## config.mk

```make
export PLATFORM = sky130hd
export DESIGN_NAME = mult_seq_32b
export DESIGN_NICKNAME = d
export VERILOG_FILES = /design/src/rtl/mult_seq_32b.sv
export SDC_FILE = /design/constraint.sdc
export NUM_CORES = 1
export LEC_CHECK = 0
export ABC_AREA = 1
export CAP_MARGIN = 20
export CORE_MARGIN = 2
export CORE_UTILIZATION = 35
export CTS_BUF_LIST = sky130_fd_sc_hd__clkbuf_16
export DETAILED_ROUTE_END_ITERATION = 8
export GPL_TIMING_DRIVEN = 0
export SLEW_MARGIN = 25
export SYNTH_ARGS = -nofsm -noshare
export SYNTH_HDL_FRONTEND = slang
export SYNTH_SLANG_ARGS = --single-unit
```

## constraint.sdc

```tcl
create_clock -name clk -period 3.07 [get_ports clk]
set_clock_uncertainty 0.1 [all_clocks]
set_input_delay 0.4605 -clock clk [delete_from_list [all_inputs] [get_ports clk]]
set_output_delay 0.4605 -clock clk [all_outputs]
set_load 0.05 [all_outputs]
```

## src/rtl/mult_seq_32b.sv

```systemverilog
// mult_seq_32b: iterative shift-add multiplier feeding the HI/LO pair.
// One add of the partial product and the multiplicand per cycle,
// followed by a one-bit right shift of {carry, sum, lo}. After W
// iterations the full 2W-bit product is held in {hi, lo}.
//
// Optional feature (macro MULT_SIGNED_EN): adds the is_signed port.
// Signed ops multiply absolute values and then two's-complement the
// product in a FIX state when the operand signs differ.
//
// Ports:
//   clk        rising-edge clock
//   rst        asynchronous active-high reset
//   start      request, accepted when busy=0 (IDLE or DONE)
//   a, b       multiplicand / multiplier, captured on accept
//   is_signed  1 = mult, 0 = multu (MULT_SIGNED_EN only)
//   busy       operation in progress (RUN or FIX)
//   done       one-cycle pulse, hi/lo valid from this cycle on
//   hi, lo     upper / lower product word
module mult_seq_32b #(
    parameter int W = 32
) (
    input  logic         clk,
    input  logic         rst,
    input  logic         start,
    input  logic [W-1:0] a,
    input  logic [W-1:0] b,
`ifdef MULT_SIGNED_EN
    input  logic         is_signed,
`endif
    output logic         busy,
    output logic         done,
    output logic [W-1:0] hi,
    output logic [W-1:0] lo
);
    localparam int CW = $clog2(W) + 1;

    typedef enum logic [1:0] {
        S_IDLE = 2'd0,
        S_RUN  = 2'd1,
`ifdef MULT_SIGNED_EN
        S_FIX  = 2'd2,
`endif
        S_DONE = 2'd3
    } state_t;

    state_t         state, state_nxt;
    logic [CW-1:0]  cnt;
    logic [W-1:0]   mcand;
    logic [W:0]     sum;
    logic           accept;
    logic [W-1:0]   a_ld, b_ld;

`ifdef MULT_SIGNED_EN
    logic           sgn_op;
    logic           neg;
    logic [2*W-1:0] prod_neg;

    // |0x80..0| stays 0x80..0, which read as unsigned is exactly 2^(W-1).
    assign a_ld     = (is_signed && a[W-1]) ? (~a + W'(1)) : a;
    assign b_ld     = (is_signed && b[W-1]) ? (~b + W'(1)) : b;
    assign prod_neg = ~{hi, lo} + (2*W)'(1);
`else
    assign a_ld = a;
    assign b_ld = b;
`endif

    assign accept = start && (state == S_IDLE || state == S_DONE);
    // 33-bit sum keeps the carry, which becomes hi[W-1] after the shift.
    assign sum    = {1'b0, hi} + {1'b0, (lo[0] ? mcand : '0)};

`ifdef MULT_SIGNED_EN
    assign busy = (state == S_RUN) || (state == S_FIX);
`else
    assign busy = (state == S_RUN);
`endif
    assign done = (state == S_DONE);

    always_comb begin
        state_nxt = state;
        unique case (state)
            S_IDLE: if (start) state_nxt = S_RUN;
            S_RUN: begin
                if (cnt == CW'(W-1)) begin
`ifdef MULT_SIGNED_EN
                    state_nxt = sgn_op ? S_FIX : S_DONE;
`else
                    state_nxt = S_DONE;
`endif
                end
            end
`ifdef MULT_SIGNED_EN
            S_FIX:  state_nxt = S_DONE;
`endif
            S_DONE: state_nxt = start ? S_RUN : S_IDLE;
            default: state_nxt = S_IDLE;
        endcase
    end

    always_ff @(posedge clk or posedge rst) begin
        if (rst) begin
            state  <= S_IDLE;
            cnt    <= '0;
            mcand  <= '0;
            hi     <= '0;
            lo     <= '0;
`ifdef MULT_SIGNED_EN
            sgn_op <= 1'b0;
            neg    <= 1'b0;
`endif
        end else begin
            state <= state_nxt;
            if (accept) begin
                mcand  <= a_ld;
                lo     <= b_ld;
                hi     <= '0;
                cnt    <= '0;
`ifdef MULT_SIGNED_EN
                sgn_op <= is_signed;
                neg    <= is_signed & (a[W-1] ^ b[W-1]);
`endif
            end else begin
                case (state)
                    S_RUN: begin
                        {hi, lo} <= {sum, lo[W-1:1]};
                        cnt      <= cnt + CW'(1);
                    end
`ifdef MULT_SIGNED_EN
                    S_FIX: if (neg) {hi, lo} <= prod_neg;
`endif
                    default: ;
                endcase
            end
        end
    end
endmodule

```

# Word-level counts from Yosys, hierarchy flattened
# Cells that the tools add are included.
word_totals:
  regBits: 104
  in_bits: 67
  output_inout_bits: 66
classes:
  add_sub_neg: 2
  eq_ne: 5
  mux: 11
  n_reduce_logical: 5
ops:
  columns: ["cell", "n"]
  rows:
  - ["32-bit 2-to-1 mux", 5]
  - ["32-bit by 32-bit adder with 33-bit output", 1]
  - ["6-bit 2-to-1 mux", 2]
  - ["6-bit by 1-bit adder with 6-bit output, second input constant", 1]
  - ["6-bit by 5-bit equality test with 1-bit output, second input constant", 1]
  - ["2-bit one-hot mux with 3 select lines", 1]
  - ["2-bit 2-to-1 mux", 2]
  - ["2-bit by 1-bit equality test with 1-bit output, second input constant", 1]
  - ["2-bit equality test, second input constant", 1]
  - ["2-bit zero test", 1]
  - ["2-bit by 1-bit inequality test with 1-bit output, second input constant", 1]
  - ["2-bit inequality test, second input constant", 1]
  - ["2-bit AND reduction", 1]
  - ["2-bit nonzero test", 1]
  - ["1-bit logical AND", 1]
  - ["1-bit logical OR", 1]
  - ["1-bit 2-to-1 mux", 1]

# Depth between registers and ports, before layout
# Gate-level depths: netlist of run 1.
logic_depth:
  depth_word: 4
  mapped_depth: 17

# Worst setup path before layout of run 1
# OpenSTA, ideal clock, no wires.
synth_timing:
  path_kind: "register to register"
  start: "register lo[0]"
  end: "register hi[23]"
  setup_ps: 118
  arrival_ps: 2432
  path_slack_ps: 420
  path_stages_with_launch: 17
  n_path_buf: 2
  period_less_slack_ps: 2650
  path_cell_list: "dfrtp_1 clkbuf_1 clkbuf_1 nand2_1 inv_1 ha_1 fa_1 nand3_1 nand3_1 nand2_1 nand2_1 nand2_1 nand2_2 nand2_1 nand3_1 nand3_1 nand2_1"
synth_via:
  elab_chain_len: 4
synth_rtl:
  columns: ["item", "line_no", "text"]
  rows:
  - ["start, declared", "33", "output logic [W-1:0] lo"]
  - ["start signal, assigned", "114", "lo <= b_ld;"]
  - ["start signal, assigned", "124", "{hi, lo} <= {sum, lo[W-1:1]};"]
  - ["32-bit 2-to-1 mux", "69", "assign sum = {1'b0, hi} + {1'b0, (lo[0] ? mcand : '0)};"]
  - ["32-bit by 32-bit adder with 33-bit output", "69", null]
  - ["32-bit 2-to-1 mux", "122", "case (state)"]
  - ["32-bit 2-to-1 mux", "112", "if (accept) begin"]
  - ["end signal, assigned", "124", null]
  - ["end, declared", "32", "output logic [W-1:0] hi,"]
# Every way passes these cells. The select of a mux whose other input is x is not followed.
# A chain may end at the register's enable or synchronous reset.

# Final worst setup path of run 1
# Ends and elaborated chain as after synthesis.

==> results of run 1 <==
==> sequential cells by signal, summed over array words and instances (netlist names) <==
signal  flops
state       2
mcand      32
lo         32
cnt         6
hi         32
==> layout make-up <==
cell class | instances | area [um^2] | area share [%]
multi-input combinational | 725 | 3410 | 38.6
sequential | 104 | 2600 | 29.4
timing repair buffer | 136 | 1420 | 16.0
inverter | 178 | 672 | 7.60
tap | 260 | 325 | 3.68
clock buffer | 9 | 225 | 2.55
buffer | 26 | 120 | 1.36
clock inverter | 6 | 68.8 | 0.778
==> kinds of logic after synthesis <==
group	Yosys count
and+or+nand+nor	591
DFF	104
adders and majority gates	37
buffers and inverters	204
AOI/OAI and AO/OA	96
xor gates and xnor gates	1
==> layer usage <==
| metal | vias up | part of all wire [%] | global-route usage, % |
|---|---|---|---|
| met2 | 150 | 44 | 33.5 |
| met3 | 29 | 7.5 | 6.03 |
| met1 | 2928 | 46 | 26.3 |
| met5 | - | 0 | 0 |
| met4 | 0 | 2.5 | 7.64 |
| li1 | 3482 | - | - |
==> power by group through the flow <==
stage,registers (mW),logic [mW],clock network [mW]
2_1_floorplan,3.32,2.13,0
3_3_place_gp,2.33,4.67,0
3_5_place_dp,2.32,4.73,0
4_1_cts,2.32,4.75,1.22
5_1_grt,2.39,5.17,1.26
6_report,2.31,4.70,1.19
==> critical path, cell delays in order (launching register included) <==
cell and delay, ps:
dfrtp_1 410, clkbuf_1 180, clkbuf_4 240, nand2_1 80, inv_1 40, ha_1 220
fa_2 400, nand3_1 100, nand3_1 190, nand2_1 110, nand2_1 100, nand2_1 90
nand2_2 80, nand2_1 140, nand3_1 90, nand3_1 100, nand2_1 50
==> how the worst min path moves through the flow <==
stage / endpoint / depth (start not counted) / slack (ps)
final: lo[17]$_DFFE_PP0P_ / 2 / 330
after CTS: lo[17]$_DFFE_PP0P_ / 2 / 330
after detailed placement: mcand[4]$_DFFE_PP0P_ / 2 / 360
after global routing: lo[17]$_DFFE_PP0P_ / 2 / 360
after global placement: mcand[15]$_DFFE_PP0P_ / 2 / 350
after floorplan: mcand[17]$_DFFE_PP0P_ / 2 / 340
==> layout by cell type (no fill, tap or decap), drive strengths merged, types with 3 or more instances in the layout <==
| master | n |
|---|---|
| nor2 | 49 |
| o211ai | 14 |
| clkbuf | 21 |
| o221ai | 15 |
| clkdlybuf4s50 | 132 |
| dfrtp | 104 |
| nand2 | 478 |
| inv | 178 |
| a21oi | 38 |
| clkinv | 3 |
| nand3 | 44 |
| nand4 | 4 |
| nor3 | 11 |
| ha | 36 |
| o21ai | 23 |
| buf | 18 |
==> repair_timing <==
action	CTS	global route
hold endpoints to repair	0	0
setup buffers	0	0
pin swaps	0	0
setup endpoints to repair	3	10
gates resized for setup	1	7
==> per-stage QoR <==
step / worst slack (ps) / TNS, ps / utilization, % / cells
after floorplan: 420 / 0 / - / 1033
after global placement: -74.6 / -107 / 44.7 / 1425
after detailed placement: -84.0 / -147 / 45.2 / 1429
after CTS: 86.1 / 0 / 46.8 / 1444
after global routing: 14.8 / 0 / 46.8 / 1444
final: 237 / 0 / 46.8 / 1444
==> summary.log, run 1 <==
INFO  status         status=finished, final reports clean
INFO  clocking       ctsHtreeMaxLevel=3
INFO  clocking       sinks_on_the_clock_net=104
INFO  yosys          synthTopCellsByCount=475 x nand2_1, 175 x inv_1, 104 x dfrtp_1
INFO  clocking       clk-insertion-delay-late=360ps
INFO  drt            detailedRoute.firstIterationViolations=319
INFO  timing         rsz0062_at_grt=no
INFO  global_route   grt_first_pass_wirelength=33.0mm
INFO  yosys          synth_largest_area_cell=dfrtp_1
INFO  drt            firstDrtPassIters=4
INFO  placement      hpwl_after_dpl=16.5mm
INFO  yosys          synthArstFlopShare=100%
INFO  clocking       tritoncts=built
INFO  power_and_ir_drop vdd_drop_max=0.000602V
INFO  finish         area.growth.synth_to_final=30.1%
INFO  timing         finalHoldViolations=0
INFO  timing         setup_viol=0
INFO  power_and_ir_drop p_switching=4.11mW
INFO  placement      globalplace.congestion=0.935
INFO  drt            detail-route-antenna-nets=0
INFO  run            max_cap_viol_count=0
INFO  timing         finalMaxSlewViolations=0
INFO  yosys          postSynthCellCount=1033
INFO  min_path       worst_min_path_class=in2async
INFO  drt            vias_per_cell=4.56
INFO  yosys          synth_warnings=0
INFO  global_route   grt_resource_usage_total=20.7%
INFO  power_and_ir_drop power.density_cell_area=927mW/mm^2
INFO  power_and_ir_drop leakagePower=4.91nW
INFO  global_route   grt_max_degree=32
INFO  floorplan      initial_core_util=36.0%
INFO  clocking       ctsHoldBuffers=0
INFO  drt            wire_per_inst=14.0um
INFO  clocking       max-clock-path-buffers=2
INFO  timing         timing.fmax=353MHz
INFO  yosys          seq_area_frac_synth=38.3%
INFO  floorplan      die_h=143um
INFO  floorplan      row_count=50
INFO  timing         relSlewSlack=49.7%
INFO  worst_setup_path critical_path_class=reg2reg
INFO  floorplan      core=0.0189mm^2
INFO  yosys          synthSimpleGateAreaFrac=34.4%
INFO  yosys          yosys.cell_types.count=30
INFO  yosys          synth_fa_ha_area_share=6.92%
INFO  worst_setup_path cp-startpoint=lo[0]$_DFFE_PP0P_
INFO  worst_setup_path r2r_start=lo[0]$_DFFE_PP0P_
INFO  floorplan      die_area=0.0205mm^2
INFO  finish         fillCellCount=2024
INFO  drt            final_routed_wirelength=20.3mm
INFO  worst_setup_path timing.critical_path.arrival=2980ps
INFO  finish         antenna-diode-count=0
INFO  worst_setup_path rr_worst_depth=16
INFO  drt            via_count=6589
INFO  worst_setup_path worst_setup_path_start_kind=flip-flop
INFO  power_and_ir_drop share_seq_of_total_power=28.2%
INFO  worst_setup_path worst_setup_path_endpoint=hi[23]$_DFFE_PP0P_
INFO  power_and_ir_drop clock_power_share=14.5%
INFO  yosys          avgSynthCellArea=6.58um^2
INFO  worst_setup_path ff2ff_setup_slack=240ps
INFO  power_and_ir_drop cellInternalPower=4.09mW
INFO  worst_setup_path crit_path_end_kind=flip-flop
INFO  yosys          syn_nets=1137
INFO  finish         postLayoutCellArea=0.00884mm^2
INFO  finish         num-nets-final=1284
INFO  power_and_ir_drop netSwitchingFraction=50.1%
INFO  power_and_ir_drop comb_power_share=57.3%
INFO  yosys          yosys-mux-area-fraction=0%
INFO  worst_setup_path crit-reg2reg-capture=hi[23]$_DFFE_PP0P_
INFO  timing         slew_of_the_pin_with_the_lowest_slew_margin=755ps
INFO  finish         layout-drive-gt1-share=4.22%
INFO  clocking       num_cts_buffers=9
INFO  yosys          post_synth_xor_area_fraction=0.129%
INFO  yosys          commonest_register_cell_after_synthesis=dfrtp_1
INFO  yosys          postSynthRegisterBits=104
INFO  worst_setup_path required=3220ps
INFO  yosys          synth-compound-area-share=8.73%
INFO  global_route   grt_pass1_vias=6573
INFO  timing         post-route-min-period=2830ps
INFO  clocking       clock-root-buffer=clkbuf_16
INFO  drt            drt_drc_violations_left=0
INFO  placement      dpl-instance-area=0.00854mm^2
INFO  global_route   initial_antenna_violation_count=0
INFO  yosys          synth_top_cell_area_share=38.3%
INFO  timing         period_share=92.3%
INFO  floorplan      fp.dieW=143um
INFO  global_route   grt_overflow_total=0
INFO  yosys          mappedNetlistArea=0.00679mm^2
INFO  clocking       worst_setup_hold_path_clk_slew=80ps
INFO  placement      port-buffer-count=132
INFO  timing         timing.hold.ws=328ps
INFO  yosys          synth_top_family_by_area=simple AND/OR/NAND/NOR gates
INFO  worst_setup_path crit_path_max_fanout=10
INFO  yosys          post_synth_main_area_contributors=dfrtp_1 38%, nand2_1 26%, inv_1 9.7%
INFO  yosys          synth-edff-count=0
INFO  floorplan      io_pins=133
INFO  yosys          synthMostInstantiatedCell=nand2_1
INFO  power_and_ir_drop p_total=8.20mW
(Power assumes the default switching activity.)
==> run 2, diff against run 1 <==
--- a/config.mk
+++ b/config.mk
@@ -12,7 +12,7 @@
 export CTS_BUF_LIST = sky130_fd_sc_hd__clkbuf_16
 export DETAILED_ROUTE_END_ITERATION = 8
 export GPL_TIMING_DRIVEN = 0
-export SLEW_MARGIN = 25
+export SLEW_MARGIN = 15
 export SYNTH_ARGS = -nofsm -noshare
 export SYNTH_HDL_FRONTEND = slang
 export SYNTH_SLANG_ARGS = --single-unit
==> run 2 against run 1 <==
Effect of this change: via count fell by 0.42%; sequential power barely moved; total power barely moved; critical path type unchanged; worst hold slack got worse by 34 ps; first-iteration DRC count rose by 6.0%; maximum frequency fell by 0.70%.
==> summary.log, run 2 (synthesis gave the netlist of run 1 again) <==
INFO  worst_setup_path timing.critical_path.arrival=3000ps
INFO  clocking       tritoncts=built
INFO  global_route   grt_pass1_vias=6583
INFO  finish         num-nets-final=1283
INFO  floorplan      fp.dieW=143um
INFO  clocking       sinks_on_the_clock_net=104
INFO  worst_setup_path critPathTopFamily=simple AND/OR/NAND/NOR gates
INFO  timing         period_share=92.9%
INFO  power_and_ir_drop vdd_drop_max=0.000517V
INFO  clocking       post-cts-setup-buffers=0
INFO  timing         setup_total_negative_slack=0ps
INFO  global_route   grt_first_pass_wirelength=33.0mm
INFO  finish         area.growth.synth_to_final=29.7%
INFO  worst_setup_path crit_path_end_kind=flip-flop
INFO  timing         slew_of_the_pin_with_the_lowest_slew_margin=774ps
INFO  placement      dpl-instance-area=0.00850mm^2
INFO  worst_setup_path worst_setup_path_start_kind=flip-flop
INFO  worst_setup_path crit_path_top_delay_cell=fa_1
INFO  worst_setup_path crit_path_max_incr_delay=460ps
INFO  worst_setup_path crit_path_max_fanout=10
INFO  drt            final_routed_wirelength=20.3mm
INFO  finish         antenna-diode-count=0
INFO  drt            vias_per_cell=4.54
INFO  global_route   grt_max_degree=35
INFO  clocking       ctsHoldBuffers=0
INFO  clocking       max-clock-path-buffers=2
INFO  worst_setup_path critical_path.cell_chain=clkbuf_1, clkbuf_4, nand2_1, inv_1, ha_1, fa_1, nand3_1, nand3_2, nand2_1, nand2_1, nand2_1, nand2_2, nand2_1, nand3_1, nand3_1, nand2_1
INFO  floorplan      die_h=143um
INFO  timing         relSlewSlack=48.4%
INFO  worst_setup_path critical-path-top-cell-by-count=nand2_1
INFO  finish         fin_cells=1444
INFO  global_route   initial_antenna_violation_count=0
INFO  placement      placed_cells=1428
INFO  finish         mostFrequentLayoutCell=nand2_1
INFO  timing         finalMaxSlewViolations=0
INFO  drt            via_count=6561
INFO  clocking       clock-root-buffer=clkbuf_16
INFO  timing         timing.fmax=351MHz
INFO  drt            firstDrtPassIters=5
INFO  worst_setup_path critical_path_class=reg2reg
INFO  timing         post-route-min-period=2850ps
INFO  floorplan      initial_core_util=36.0%
INFO  finish         leading_cell_types_in_the_layout_fill_and_taps_excluded=475 x nand2_1, 175 x inv_1, 132 x clkdlybuf4s50_1
INFO  worst_setup_path required=3220ps
INFO  min_path       worst_min_path_class=in2async
INFO  floorplan      io_pins=133
INFO  timing         setup_viol=0
INFO  floorplan      core=0.0189mm^2
INFO  placement      globalplace.congestion=0.935
INFO  power_and_ir_drop leakagePower=4.91nW
INFO  timing         timing.hold.ws=294ps
INFO  drt            detail-route-antenna-nets=0
INFO  floorplan      row_count=50
INFO  drt            detailedRoute.firstIterationViolations=338
INFO  worst_setup_path worstPathBufferInverterCount=3
INFO  placement      hpwl_after_dpl=16.4mm
INFO  placement      port-buffer-count=132
INFO  drt            wire_per_inst=14.1um
INFO  finish         layout-drive-gt1-share=4.14%
INFO  power_and_ir_drop power.density_cell_area=930mW/mm^2
INFO  clocking       num_cts_buffers=9
INFO  floorplan      die_area=0.0205mm^2
INFO  global_route   grt_resource_usage_total=20.7%
INFO  finish         top_regs=hi x32, lo x32, mcand x32
INFO  clocking       clk-insertion-delay-late=360ps
INFO  status         status=finished, final reports clean
INFO  drt            drt_drc_violations_left=0
INFO  clocking       ctsHtreeMaxLevel=3
INFO  global_route   grt_overflow_total=0
INFO  finish         postLayoutCellArea=0.00881mm^2
INFO  run            max_cap_viol_count=0
INFO  timing         finalHoldViolations=0
INFO  clocking       worst_setup_hold_path_clk_slew=80ps
INFO  finish         finish.utilization=46.6%
## run 2: changes by cell type in the layout (fill, tap and decap cells not counted)
cell	previous run	this run
nand3_2	1	2
buf_12	2	3
fa_2	1	0
buf_16	2	0
inv_1	174	175
nand3_1	43	42
fa_1	0	1
inv_6	0	1
inv_8	2	1
## run 2: cell type report
type / count / area [um^2]
well taps: 260 / 325
repair buffers: 135 / 1380
flip-flops and latches: 104 / 2600
fillers: 2041 / 10100
inverters: 178 / 672
clock inverters: 7 / 70.1
plain buffers: 26 / 120
clock buffers: 9 / 225
multi-input cells: 725 / 3410
## run 2: final timing paths
| path | from | end | slack [ps] | cells after the start |
|---|---|---|---|---|
| max | lo[0]$_DFFE_PP0P_ | hi[23]$_DFFE_PP0P_ | 220 | 16 |
| min | rst | lo[17]$_DFFE_PP0P_ | 290 | 2 |
| max reg2reg | lo[0]$_DFFE_PP0P_ | hi[23]$_DFFE_PP0P_ | 220 | 16 |
| min reg2reg | mcand[6]$_DFFE_PP0P_ | mcand[6]$_DFFE_PP0P_ | 370 | 2 |
| max in group asynchronous | rst | hi[25]$_DFFE_PP0P_ | 1870 | 4 |
| min in group clk | mcand[6]$_DFFE_PP0P_ | mcand[6]$_DFFE_PP0P_ | 370 | 2 |
## run 2: layer usage
layer  part of all wire, %  vias up  GRT usage [%]
li1                      -     3464              -
met1                    47     2911           26.4
met2                    44      163           34.1
met3                   7.1       23           5.86
met4                   2.0        0           6.60
met5                     0        -              0
## run 2: through the flow
stage	worst slack [ps]	total power, mW
after floorplan	420	5.45
after global placement	-74.6	7.01
after detailed placement	-27.2	7.04
after CTS	104	8.26
after global routing	-7.92	8.82
final	217	8.19
## run 2: what timing repair did
item / CTS / global route
gates cloned: 0 / 0
gates resized for setup: 1 / 7
endpoints found under the setup margin: 2 / 12
## run 2: power breakdown
group / internal [mW] / total (mW) / switching, mW
clock: 0.635 / 1.18 / 0.546
combinational: 1.52 / 4.70 / 3.18
sequential: 1.93 / 2.32 / 0.388
==> run 3, diff against run 2 <==
--- a/config.mk
+++ b/config.mk
@@ -10,8 +10,9 @@
 export CORE_MARGIN = 2
 export CORE_UTILIZATION = 35
 export CTS_BUF_LIST = sky130_fd_sc_hd__clkbuf_16
+export CTS_CLUSTER_DIAMETER = 80
 export DETAILED_ROUTE_END_ITERATION = 8
-export GPL_TIMING_DRIVEN = 0
+export PLACE_DENSITY_LB_ADDON = 0.05
 export SLEW_MARGIN = 15
 export SYNTH_ARGS = -nofsm -noshare
 export SYNTH_HDL_FRONTEND = slang
==> run 3 against run 2 <==
Effect of this change: die area stayed put; setup slack improved by 270 ps; total power fell by 1.7%; combinational power down 2%.
==> summary.log, run 3 (synthesis gave the netlist of run 1 again) <==
INFO  timing         relSlewSlack=53.1%
INFO  power_and_ir_drop netSwitchingFraction=50.3%
INFO  drt            wire_per_inst=13.9um
INFO  timing         timing.hold.ws=370ps
INFO  floorplan      row_count=50
INFO  placement      port-buffer-count=132
INFO  power_and_ir_drop p_switching=4.05mW
INFO  finish         top_regs=hi x32, lo x32, mcand x32
INFO  min_path       worst_min_path_class=reg2reg
INFO  power_and_ir_drop power.density_cell_area=922mW/mm^2
INFO  finish         layout-drive-gt1-share=3.68%
INFO  timing         finalMaxSlewViolations=0
INFO  floorplan      io_pins=133
INFO  finish         antenna-diode-count=0
INFO  global_route   grt_overflow_total=0
INFO  finish         area.growth.synth_to_final=28.5%
INFO  worst_setup_path required=2510ps
INFO  finish         postLayoutCellArea=0.00873mm^2
INFO  clocking       clock-root-buffer=clkbuf_16
INFO  power_and_ir_drop cellInternalPower=4.00mW
INFO  worst_setup_path crit_path_end_kind=primary output
INFO  timing         period_share=84.0%
INFO  clocking       cts_resized=0
INFO  worst_setup_path worst_setup_path_start_kind=flip-flop
INFO  global_route   grt_pass1_vias=6422
INFO  min_path       hold_path.startpoint=mcand[0]$_DFFE_PP0P_
INFO  worst_setup_path crit_path_max_fanout=5
INFO  timing         finalHoldViolations=0
INFO  drt            drt_drc_violations_left=0
INFO  worst_setup_path crit_path_max_incr_delay=850ps
INFO  drt            via_count=6502
INFO  floorplan      die_area=0.0205mm^2
INFO  global_route   grt_resource_usage_total=20.3%
INFO  global_route   grt_first_pass_wirelength=32.7mm
INFO  floorplan      fp.dieW=143um
INFO  global_route   grt_max_degree=44
INFO  worst_setup_path worstPathBufferInverterCount=2
INFO  clocking       clk-insertion-delay-late=360ps
INFO  timing         finalWorstSetupSlack=491ps
INFO  placement      dpl-instance-area=0.00846mm^2
INFO  floorplan      die_h=143um
INFO  placement      globalplace.congestion=0.904
INFO  timing         setup_viol=0
INFO  worst_setup_path critical_path_class=reg2out
INFO  power_and_ir_drop comb_power_share=57.4%
INFO  timing         setup_total_negative_slack=0ps
INFO  drt            firstDrtPassIters=5
INFO  clocking       ctsHtreeMaxLevel=3
INFO  floorplan      core=0.0189mm^2
INFO  drt            final_routed_wirelength=19.9mm
INFO  worst_setup_path critical_path.cell_chain=inv_1, ha_1, clkdlybuf4s50_1
INFO  timing         rsz0062_at_grt=no
INFO  run            max_cap_viol_count=0
INFO  clocking       worst_setup_hold_path_clk_slew=80ps
INFO  clocking       sinks_on_the_clock_net=104
INFO  global_route   initial_antenna_violation_count=0
INFO  clocking       post-cts-setup-buffers=0
INFO  finish         mostFrequentLayoutCell=nand2_1
INFO  drt            detailedRoute.firstIterationViolations=397
INFO  placement      hpwl_after_dpl=15.3mm
INFO  finish         num-nets-final=1267
INFO  power_and_ir_drop vdd_drop_max=0.000548V
INFO  power_and_ir_drop clock_power_share=13.9%
INFO  drt            detail-route-antenna-nets=0
INFO  placement      place_worst_setup_slack=475ps
INFO  power_and_ir_drop share_seq_of_total_power=28.8%
INFO  drt            vias_per_cell=4.56
INFO  worst_setup_path r2r_start=lo[0]$_DFFE_PP0P_
INFO  worst_setup_path critPathTopFamily=buffers and inverters
INFO  status         status=finished, final reports clean
INFO  timing         slew_of_the_pin_with_the_lowest_slew_margin=702ps
INFO  power_and_ir_drop leakagePower=4.85nW
INFO  floorplan      initial_core_util=36.0%
INFO  clocking       num_cts_buffers=9
INFO  timing         timing.fmax=388MHz
INFO  finish         finish.utilization=46.2%
INFO  clocking       tritoncts=built
INFO  worst_setup_path cp-startpoint=state[1]$_DFFE_PP0P_
INFO  worst_setup_path timing.critical_path.arrival=2020ps
INFO  clocking       max-clock-path-buffers=2
INFO  clocking       ctsHoldBuffers=0
INFO  finish         leading_cell_types_in_the_layout_fill_and_taps_excluded=475 x nand2_1, 174 x inv_1, 132 x clkdlybuf4s50_1
INFO  worst_setup_path crit_path_top_delay_cell=clkdlybuf4s50_1
INFO  timing         post-route-min-period=2580ps
run 3: routing by layer:
| layer | vias to the layer above | global-route usage, % | part of all wire, % |
|---|---|---|---|
| met3 | 15 | 6.70 | 7.7 |
| li1 | 3432 | - | - |
| met2 | 163 | 33.0 | 45 |
| met1 | 2892 | 26.4 | 46 |
| met5 | - | 0 | 0 |
| met4 | 0 | 4.90 | 1.2 |
run 3: power groups by stage:
stage | registers, mW | clock network (mW) | logic, mW
after CTS | 2.33 | 1.16 | 4.67
after global placement | 2.35 | 0 | 4.64
after floorplan | 3.32 | 0 | 2.13
after global routing | 2.39 | 1.20 | 5.08
after detailed placement | 2.33 | 0 | 4.66
final | 2.32 | 1.12 | 4.62
run 3: final cells by class:
type                       instances  area [um^2]
fill                            2055        10200
multi-input combinational        725         3420
sequential                       104         2600
timing repair buffer             145         1440
inverter                         178          672
tap                              260          325
clock buffer                       9          225
clock inverter                     6         45.0
run 3: worst register-to-register path: cells and delay by family (launching register included):
family,cells,cell delay [ps]
fa+ha+maj,2,660
buf+inv,2,300
flops,1,390
simple gates,11,1010
run 3: per-stage QoR:
step / power (mW) / std cells
6_report: 8.05 / 1427
5_1_grt: 8.67 / 1427
4_1_cts: 8.16 / 1427
3_5_place_dp: 6.99 / 1412
3_3_place_gp: 6.99 / 1412
2_1_floorplan: 5.45 / 1033
run 3: path summary, 6_finish.rpt:
check                                        end  slack, ps  depth (start not counted)
max in group asynchronous  mcand[20]$_DFFE_PP0P_       1750                          3
hold / removal              mcand[0]$_DFFE_PP0P_        370                          2
hold reg to reg             mcand[0]$_DFFE_PP0P_        370                          2
setup / recovery                            busy        490                          3
setup reg to reg              hi[23]$_DFFE_PP0P_        500                         15
min in group asynchronous      hi[5]$_DFFE_PP0P_        450                          2
